### config.mk
export PLATFORM = sky130hd
export DESIGN_NAME = ppu_vga_scaler
export DESIGN_NICKNAME = d
export VERILOG_FILES = /design/src/rtl/ppu_vga_pkg.sv /design/src/rtl/vga_timing.sv /design/src/rtl/ppu_vga_scaler.sv
export SDC_FILE = /design/constraint.sdc
export NUM_CORES = 2
export LEC_CHECK = 0
export BUFFER_PORTS_ARGS = -buffer_cell sky130_fd_sc_hd__buf_4
export CORE_AREA = 2 2 426 470
export DETAILED_ROUTE_END_ITERATION = 16
export DIE_AREA = 0 0 428 472
export PLACE_DENSITY = 0.76
export SYNTH_ARGS = -nofsm -noshare
export SYNTH_HDL_FRONTEND = slang
export SYNTH_SLANG_ARGS = --single-unit
### constraint.sdc
create_clock -name clk -period 5.85 [get_ports clk]
set_clock_uncertainty 0.15 [all_clocks]
set_input_delay 0.2925 -clock clk [delete_from_list [all_inputs] [get_ports clk]]
set_output_delay 0.2925 -clock clk [all_outputs]
set_load 0.01 [all_outputs]
### src/rtl/ppu_vga_pkg.sv
// rtl/ppu_vga_pkg.sv - VGA 640x480@60 timing constants and NES palette for the PPU scaler
//
// Contents:
//   H_*/V_*      horizontal/vertical timing (visible, front porch, sync, back porch, totals)
//   NES_W/IMG_W  NES line width and its 2x-scaled width on the VGA raster
//   NES_PALETTE  64-entry palette, 24-bit 0xRRGGBB
//   pal_to_rgb   6-bit palette index -> 24-bit RGB
package ppu_vga_pkg;

  // Horizontal timing in pixel ticks.
  localparam logic [9:0] H_VISIBLE    = 10'd640;
  localparam logic [9:0] H_FRONT      = 10'd16;
  localparam logic [9:0] H_SYNC       = 10'd96;
  localparam logic [9:0] H_BACK       = 10'd48;
  localparam logic [9:0] H_TOTAL      = H_VISIBLE + H_FRONT + H_SYNC + H_BACK;
  localparam logic [9:0] H_SYNC_START = H_VISIBLE + H_FRONT;
  localparam logic [9:0] H_SYNC_END   = H_SYNC_START + H_SYNC;
  localparam logic [9:0] H_LAST       = H_TOTAL - 10'd1;

  // Vertical timing in lines.
  localparam logic [9:0] V_VISIBLE    = 10'd480;
  localparam logic [9:0] V_FRONT      = 10'd10;
  localparam logic [9:0] V_SYNC       = 10'd2;
  localparam logic [9:0] V_BACK       = 10'd33;
  localparam logic [9:0] V_TOTAL      = V_VISIBLE + V_FRONT + V_SYNC + V_BACK;
  localparam logic [9:0] V_SYNC_START = V_VISIBLE + V_FRONT;
  localparam logic [9:0] V_SYNC_END   = V_SYNC_START + V_SYNC;
  localparam logic [9:0] V_LAST       = V_TOTAL - 10'd1;

  localparam int NES_W = 256;
  localparam int IMG_W = 2 * NES_W;

  localparam logic [23:0] NES_PALETTE [64] = '{
    24'h7C7C7C, 24'h0000FC, 24'h0000BC, 24'h4428BC, 24'h940084, 24'hA80020, 24'hA81000, 24'h881400,
    24'h503000, 24'h007800, 24'h006800, 24'h005800, 24'h004058, 24'h000000, 24'h000000, 24'h000000,
    24'hBCBCBC, 24'h0078F8, 24'h0058F8, 24'h6844FC, 24'hD800CC, 24'hE40058, 24'hF83800, 24'hE45C10,
    24'hAC7C00, 24'h00B800, 24'h00A800, 24'h00A844, 24'h008888, 24'h000000, 24'h000000, 24'h000000,
    24'hF8F8F8, 24'h3CBCFC, 24'h6888FC, 24'h9878F8, 24'hF878F8, 24'hF85898, 24'hF87858, 24'hFCA044,
    24'hF8B800, 24'hB8F818, 24'h58D854, 24'h58F898, 24'h00E8D8, 24'h787878, 24'h000000, 24'h000000,
    24'hFCFCFC, 24'hA4E4FC, 24'hB8B8F8, 24'hD8B8F8, 24'hF8B8F8, 24'hF8A4C0, 24'hF0D0B0, 24'hFCE0A8,
    24'hF8D878, 24'hD8F878, 24'hB8F8B8, 24'hB8F8D8, 24'h00FCFC, 24'hF8D8F8, 24'h000000, 24'h000000
  };

  function automatic logic [23:0] pal_to_rgb(input logic [5:0] idx);
    return NES_PALETTE[idx];
  endfunction

endpackage

### src/rtl/vga_timing.sv
// rtl/vga_timing.sv - pixel-tick divider and 800x525 VGA raster counters
//
// Ports:
//   clk, rst_n    system clock, asynchronous active-low reset
//   tick          one-clk strobe every CLK_DIV clocks; all raster state moves on it
//   hc, vc        horizontal (0..799) and vertical (0..524) counters
//   hsync_raw_n   undelayed horizontal sync, active low
//   vsync_raw_n   undelayed vertical sync, active low
//   active        hc/vc inside the 640x480 visible area
module vga_timing
  import ppu_vga_pkg::*;
#(
  parameter int CLK_DIV = 2
) (
  input  logic       clk,
  input  logic       rst_n,
  output logic       tick,
  output logic [9:0] hc,
  output logic [9:0] vc,
  output logic       hsync_raw_n,
  output logic       vsync_raw_n,
  output logic       active
);

  localparam int DW = (CLK_DIV > 1) ? $clog2(CLK_DIV) : 1;

  logic [DW-1:0] div;

  // With div starting at 0 the first tick lands CLK_DIV clocks after reset release.
  assign tick = (div == DW'(CLK_DIV - 1));

  always_ff @(posedge clk or negedge rst_n) begin
    if (!rst_n) begin
      div <= '0;
    end else if (tick) begin
      div <= '0;
    end else begin
      div <= div + DW'(1);
    end
  end

  always_ff @(posedge clk or negedge rst_n) begin
    if (!rst_n) begin
      hc <= '0;
      vc <= '0;
    end else if (tick) begin
      if (hc == H_LAST) begin
        hc <= '0;
        vc <= (vc == V_LAST) ? 10'd0 : vc + 10'd1;
      end else begin
        hc <= hc + 10'd1;
      end
    end
  end

  assign hsync_raw_n = !((hc >= H_SYNC_START) && (hc < H_SYNC_END));
  assign vsync_raw_n = !((vc >= V_SYNC_START) && (vc < V_SYNC_END));
  assign active      = (hc < H_VISIBLE) && (vc < V_VISIBLE);

endmodule

### src/rtl/ppu_vga_scaler.sv
// rtl/ppu_vga_scaler.sv - NES scanline capture and 2x2 upscale onto 640x480@60 VGA
//
// Ports:
//   clk, rst_n              system clock, asynchronous active-low reset
//   pix_we, pix_x, pix_idx  PPU pixel write: palette index pix_idx at column pix_x
//   line_done               PPU finished a visible scanline; swaps the ping-pong buffers
//   hsync_n, vsync_n        VGA syncs, active low
//   vga_r, vga_g, vga_b     8-bit colour channels
//   blank                   high outside the 640x480 active area
//
// Build option: define SCANLINE_DIM_EN to halve RGB on odd VGA lines.
module ppu_vga_scaler
  import ppu_vga_pkg::*;
#(
  parameter int CLK_DIV  = 2,
  parameter int H_BORDER = 64
) (
  input  logic       clk,
  input  logic       rst_n,
  input  logic       pix_we,
  input  logic [7:0] pix_x,
  input  logic [5:0] pix_idx,
  input  logic       line_done,
  output logic       hsync_n,
  output logic       vsync_n,
  output logic [7:0] vga_r,
  output logic [7:0] vga_g,
  output logic [7:0] vga_b,
  output logic       blank
);

  localparam logic [9:0] IMG_START = 10'(H_BORDER);
  localparam logic [9:0] IMG_END   = 10'(H_BORDER + IMG_W);

  // ---------------------------------------------------------------- raster
  logic       tick;
  logic [9:0] hc;
  logic [9:0] vc;
  logic       hsync_raw_n;
  logic       vsync_raw_n;
  logic       active;

  vga_timing #(
    .CLK_DIV (CLK_DIV)
  ) u_timing (
    .clk         (clk),
    .rst_n       (rst_n),
    .tick        (tick),
    .hc          (hc),
    .vc          (vc),
    .hsync_raw_n (hsync_raw_n),
    .vsync_raw_n (vsync_raw_n),
    .active      (active)
  );

  // ---------------------------------------------------------------- line buffers
  logic [5:0] line_mem [2][NES_W];
  logic       wr_sel;
  logic       rd_sel;
  logic       line_valid;

  // Contents are deliberately not reset; line_valid keeps stale data off the pins.
  always_ff @(posedge clk) begin
    if (pix_we) begin
      line_mem[wr_sel][pix_x] <= pix_idx;
    end
  end

  // A write coinciding with line_done still uses the old wr_sel above, so it
  // lands in the line that is just being completed.
  always_ff @(posedge clk or negedge rst_n) begin
    if (!rst_n) begin
      wr_sel     <= 1'b0;
      line_valid <= 1'b0;
    end else if (line_done) begin
      wr_sel     <= ~wr_sel;
      line_valid <= 1'b1;
    end
  end

  // The display buffer is chosen once per VGA line pair so both copies of an
  // NES line come from the same buffer even if the PPU swaps mid-pair.
  always_ff @(posedge clk or negedge rst_n) begin
    if (!rst_n) begin
      rd_sel <= 1'b1;
    end else if (tick && (hc == 10'd0) && !vc[0]) begin
      rd_sel <= ~wr_sel;
    end
  end

  // ---------------------------------------------------------------- stage 1
  logic [9:0] img_col;
  logic       in_img;

  assign img_col = hc - IMG_START;
  assign in_img  = active && (hc >= IMG_START) && (hc < IMG_END);

  logic [7:0] s1_addr;
  logic       s1_show;
  logic       s1_hsync_n;
  logic       s1_vsync_n;
  logic       s1_blank;
`ifdef SCANLINE_DIM_EN
  logic       s1_odd;
`endif

  always_ff @(posedge clk or negedge rst_n) begin
    if (!rst_n) begin
      s1_addr    <= '0;
      s1_show    <= 1'b0;
      s1_hsync_n <= 1'b1;
      s1_vsync_n <= 1'b1;
      s1_blank   <= 1'b1;
`ifdef SCANLINE_DIM_EN
      s1_odd     <= 1'b0;
`endif
    end else if (tick) begin
      // Each NES column covers two VGA columns, hence the drop of bit 0.
      s1_addr    <= img_col[8:1];
      s1_show    <= in_img && line_valid;
      s1_hsync_n <= hsync_raw_n;
      s1_vsync_n <= vsync_raw_n;
      s1_blank   <= !active;
`ifdef SCANLINE_DIM_EN
      s1_odd     <= vc[0];
`endif
    end
  end

  // ---------------------------------------------------------------- stage 2
  logic [23:0] base_rgb;
  logic [23:0] pix_rgb;

  always_comb begin
    base_rgb = 24'h000000;
    if (s1_show) begin
      base_rgb = pal_to_rgb(line_mem[rd_sel][s1_addr]);
    end
  end

  always_comb begin
    pix_rgb = base_rgb;
`ifdef SCANLINE_DIM_EN
    if (s1_odd) begin
      pix_rgb = {1'b0, base_rgb[23:17], 1'b0, base_rgb[15:9], 1'b0, base_rgb[7:1]};
    end
`endif
  end

  always_ff @(posedge clk or negedge rst_n) begin
    if (!rst_n) begin
      hsync_n <= 1'b1;
      vsync_n <= 1'b1;
      blank   <= 1'b1;
      vga_r   <= '0;
      vga_g   <= '0;
      vga_b   <= '0;
    end else if (tick) begin
      hsync_n <= s1_hsync_n;
      vsync_n <= s1_vsync_n;
      blank   <= s1_blank;
      vga_r   <= pix_rgb[23:16];
      vga_g   <= pix_rgb[15:8];
      vga_b   <= pix_rgb[7:0];
    end
  end

  // Upper vc bits only matter to the timing block; the outer img_col bits are
  // outside the 512-column window whenever in_img is true.
  logic unused_bits;
  assign unused_bits = ^{vc[9:1], img_col[9], img_col[0]};

endmodule
==> summary.json <==
{
  "drc": {"value": 0},
  "powerDensity": {"value": 332, "unit": "nW/um^2"},
  "drtAntennaViolNets": {"value": 0},
  "ys_top_cells_by_area": {"value": "sky130_fd_sc_hd__edfxtp_1 75%, sky130_fd_sc_hd__mux4_2 17%, sky130_fd_sc_hd__nor2_1 1.7%, sky130_fd_sc_hd__dfrtp_1 1.0%, sky130_fd_sc_hd__mux2i_1 0.71%"},
  "failed_checks": {"value": "max-slew violations"},
  "dpl_wire_length": {"value": 193000, "unit": "um"},
  "finalSetupViolations": {"value": 0},
  "final.setup.tns": {"value": 0, "unit": "ns"},
  "cts-htree-levels": {"value": 5},
  "worst_hold_slack": {"value": 0.290, "unit": "ns"},
  "timing.critical_path.from_type": {"value": "flip-flop"},
  "post_synth_top_area_cell": {"value": "sky130_fd_sc_hd__edfxtp_1"},
  "dr_total_vias": {"value": 62100},
  "seq_area_frac_synth": {"value": 75.9, "unit": "%"},
  "critPathArrivalTime": {"value": 6.48, "unit": "ns"},
  "area.growth.synth_to_final": {"value": 11.5, "unit": "%"},
  "critPathKind": {"value": "flip-flop to flip-flop"},
  "synth_area": {"value": 123000, "unit": "um^2"},
  "via_count_of_the_first_global_routing_pass": {"value": 62700},
  "finish.net_count": {"value": 6026},
  "number_of_antenna_violations_at_the_first_check_in_global_routing": {"value": 10},
  "boundaryPins": {"value": 45},
  "clock_tree.buffer_depth": {"value": 4},
  "min-delay-path-class": {"value": "input port to flip-flop"},
  "grt_first_pass_wirelength": {"value": 458000, "unit": "um"},
  "number_of_cell_rows": {"value": 171},
  "floorplan.die.width": {"value": 428, "unit": "um"},
  "drt-vias-per-instance": {"value": 7.04},
  "iter_0_drt_violations": {"value": 9832},
  "synth.lib_cells_used.distinct": {"value": 74},
  "timing.final.crit_share": {"value": 98.5, "unit": "%"},
  "status": {"value": "complete, but fails checks"},
  "worst_setup_hold_path_clk_slew": {"value": 0.07, "unit": "ns"},
  "cts_buffers": {"value": 311},
  "routabilityCongestion": {"value": 0.906},
  "synth_top_area_share": {"value": 74.7, "unit": "%"},
  "report.final.hold_viol_count": {"value": 0},
  "layout-drive-gt1-share": {"value": 27.0, "unit": "%"},
  "post-route-min-period": {"value": 5.76, "unit": "ns"},
  "syn-instance-count": {"value": 5730},
  "finalMaxSlewViolations": {"value": 76},
  "cts_sinks": {"value": 3129},
  "maxCapViolCount": {"value": 0},
  "routedWlPerCell": {"value": 36.3, "unit": "um"},
  "static-leakage-power": {"value": 43.7, "unit": "nW"},
  "finish.utilization": {"value": 69.9, "unit": "%"},
  "timing.fmax": {"value": 174, "unit": "MHz"},
  "ctsResizeCount": {"value": 0},
  "proportion_of_register_bits_with_asynchronous_set_or_reset_after_synthesis": {"value": 1.82, "unit": "%"},
  "worst_slew_margin_rel": {"value": -7.42, "unit": "%"},
  "syn_avg_cell_area": {"value": 21.5, "unit": "um^2"},
  "grt_util_all_layers": {"value": 32.0, "unit": "%"},
  "pre_cts_ws": {"value": 0.166, "unit": "ns"},
  "vdd_drop_max": {"value": 0.000319, "unit": "V"},
  "synth-edff-count": {"value": 3072},
  "multi_input_area": {"value": 28000, "unit": "um^2"},
  "yosys_warnings": {"value": 0},
  "timing.critical_path.required": {"value": 6.57, "unit": "ns"},
  "layout.filler_cells": {"value": 11200},
  "ys_ff_latch": {"value": 3129},
  "timing_worst_slew_pin_value": {"value": 1.61, "unit": "ns"},
  "insertion_delay_to_the_later_sink_of_the_worst_skew_pair": {"value": 0.97, "unit": "ns"},
  "rsz0062_at_grt": {"value": "false"},
  "grt_overflow_total": {"value": 0},
  "design.core.area": {"value": 197000, "unit": "um^2"},
  "cts_root_buf": {"value": "sky130_fd_sc_hd__clkbuf_16"},
  "die_area": {"value": 202000, "unit": "um^2"},
  "buffer_ports.inserted": {"value": 38},
  "register_area": {"value": 93700, "unit": "um^2"},
  "critPathCaptureType": {"value": "flip-flop"},
  "crit_path_max_fanout": {"value": 30},
  "firstDrtPassIters": {"value": 6},
  "postRouteWirelength": {"value": 320000, "unit": "um"},
  "cts_tree": {"value": "built"},
  "timing.final.ws_setup": {"value": 0.0905, "unit": "ns"},
  "grt_max_degree": {"value": 249},
  "chipHeight": {"value": 472, "unit": "um"},
  "floorplan.initialDensity": {"value": 62.6, "unit": "%"},
  "synthFlopType": {"value": "sky130_fd_sc_hd__edfxtp_1"}
}
[where the power goes]
part	total (mW)	switching, mW	internal, mW	leakage (nW)
Combinational	2.07	1.25	0.824	10.8
Sequential	24.7	0.0281	24.6	28.3
Clock	19.0	8.16	10.8	4.59
Total	45.8	9.43	36.3	43.7
[worst max-delay path, cell delays in order (launching register included)]
cell and delay, ns:
sky130_fd_sc_hd__dfstp_4 0.77, sky130_fd_sc_hd__buf_12 0.28, sky130_fd_sc_hd__buf_12 0.29, sky130_fd_sc_hd__mux4_2 0.61, sky130_fd_sc_hd__mux4_2 0.55, sky130_fd_sc_hd__o21ai_0 0.62, sky130_fd_sc_hd__nor4b_1 0.16, sky130_fd_sc_hd__buf_4 0.23
sky130_fd_sc_hd__or4_1 0.52, sky130_fd_sc_hd__nor2_1 0.77, sky130_fd_sc_hd__nor4b_1 0.39, sky130_fd_sc_hd__buf_4 0.19, sky130_fd_sc_hd__a211o_1 0.08
[final timing paths]
check	end	slack [ns]	cells past startpoint	from
max	vga_b[7]	0.09	12	rd_sel
min	line_mem[0][1117]	0.29	2	pix_idx[1]
max reg2reg	vga_b[7]	0.09	12	rd_sel
min reg2reg	line_valid	0.33	1	line_valid
max in group asynchronous	s1_addr[1]	4.86	4	rst_n
min in group asynchronous	rd_sel	0.38	3	rst_n
[metal layers]
metal  up-vias  global-route usage (%)  wire length, um
li1      24400                       -                -
met1     32500                    42.8           110000
met2      4387                    50.3           155000
met3       823                    7.81            37300
met4         6                    15.5            17400
met5         -                       0               45
[per-stage QoR]
| step | cells | cell area (um^2) | power (mW) |
|---|---|---|---|
| 2_1_floorplan | 5735 | 123000 | 26.3 |
| 3_3_place_gp | 8243 | 128000 | 27.1 |
| 3_5_place_dp | 8243 | 128000 | 27.2 |
| 4_1_cts | 8791 | 138000 | 45.8 |
| 5_1_grt | 8802 | 138000 | 46.7 |
| 6_report | 8812 | 138000 | 45.8 |
[sequential cells by signal, summed over array words and instances (netlist names), 6 cells and up]
signal       count
u_timing.hc     10
s1_addr          8
u_timing.vc     10
line_mem      3072
vga_r            6
vga_b            6
vga_g            6
[what timing repair did]
item | CTS | global route
hold buffers | 20 | 0
buffers inserted | 0 | 6
endpoints found under the setup margin | 0 | 2
hold endpoints to repair | 990 | 0
[synthesized netlist by cell type, drive strengths merged (3+ instances only)]
library cell and number:
edfxtp 3072, mux4 919, nor2 568, clkbuf 197, buf 170, nand2 100
mux2i 91, o21ai 67, dfrtp 50, a21oi 37, nand3 37, a221oi 31
nor2b 29, inv 27, mux2 27, nand4 24, nor3 22, ha 21
a22oi 17, nand2b 17, a31oi 16, a211oi 15, o22ai 15, nor4 13
and3 12, xnor2 11, a221o 10, o211ai 10, o31ai 8, or2 8
and2 7, dfstp 7, o221ai 7, a211o 5, nor4b 5, a22o 4
or3 4, nand3b 3, nand4b 3, o32a 3, o32ai 3, or3b 3
or4 3, xor2 3
[layout by cell type (no fill, tap or decap), types with 11 or more instances in the layout]
cell	synthesis	layout
sky130_fd_sc_hd__a31oi_1	16	16
sky130_fd_sc_hd__bufinv_16	0	22
sky130_fd_sc_hd__a221oi_1	31	31
sky130_fd_sc_hd__o21ai_0	67	67
sky130_fd_sc_hd__a211oi_1	15	15
sky130_fd_sc_hd__nand3_1	37	29
sky130_fd_sc_hd__mux2_2	27	27
sky130_fd_sc_hd__nand4_1	24	24
sky130_fd_sc_hd__diode_2	0	15
sky130_fd_sc_hd__nand2b_1	17	17
sky130_fd_sc_hd__clkbuf_1	197	62
sky130_fd_sc_hd__clkinv_2	0	36
sky130_fd_sc_hd__edfxtp_1	3072	3072
sky130_fd_sc_hd__dlygate4sd3_1	0	19
sky130_fd_sc_hd__nor3_1	22	20
sky130_fd_sc_hd__inv_1	25	25
sky130_fd_sc_hd__clkbuf_16	0	316
sky130_fd_sc_hd__a21oi_1	37	37
sky130_fd_sc_hd__ha_1	21	21
sky130_fd_sc_hd__o22ai_1	15	15
sky130_fd_sc_hd__nand2_1	100	97
sky130_fd_sc_hd__xnor2_1	11	11
sky130_fd_sc_hd__buf_12	0	57
sky130_fd_sc_hd__buf_4	44	223
sky130_fd_sc_hd__mux4_2	919	919
sky130_fd_sc_hd__a22oi_1	17	17
sky130_fd_sc_hd__nor2_1	568	567
sky130_fd_sc_hd__and3_1	12	12
sky130_fd_sc_hd__dfrtp_1	50	45
sky130_fd_sc_hd__clkinv_1	1	71
sky130_fd_sc_hd__nor2b_1	29	25
sky130_fd_sc_hd__mux2i_1	88	88
sky130_fd_sc_hd__nor4_1	13	12
[cells by family (layout without fill, tap and decap cells)]
group	Yosys count	in the layout	synth area share, %
other	1	21	0.00304
xor gates and xnor gates	14	14	0.0994
buffers and inverters	395	862	1.51
and+or+nand+nor	859	859	2.97
adders and majority gates	21	21	0.213
muxes	1037	1037	17.8
DFF	3129	3129	75.9
AOI/OAI and AO/OA	274	274	1.52
[final cells by class]
class                   count  share of cell area (%)
clock buffers             380                    5.93
well taps                2595                    2.36
repair buffers            306                    2.27
diodes                     15                  0.0273
inverters                  28                  0.0764
clock inverters           148                   0.923
flip-flops and latches   3129                    68.1
multi-input cells        2211                    20.3
Note: power is estimated with default switching activity, not from simulation.
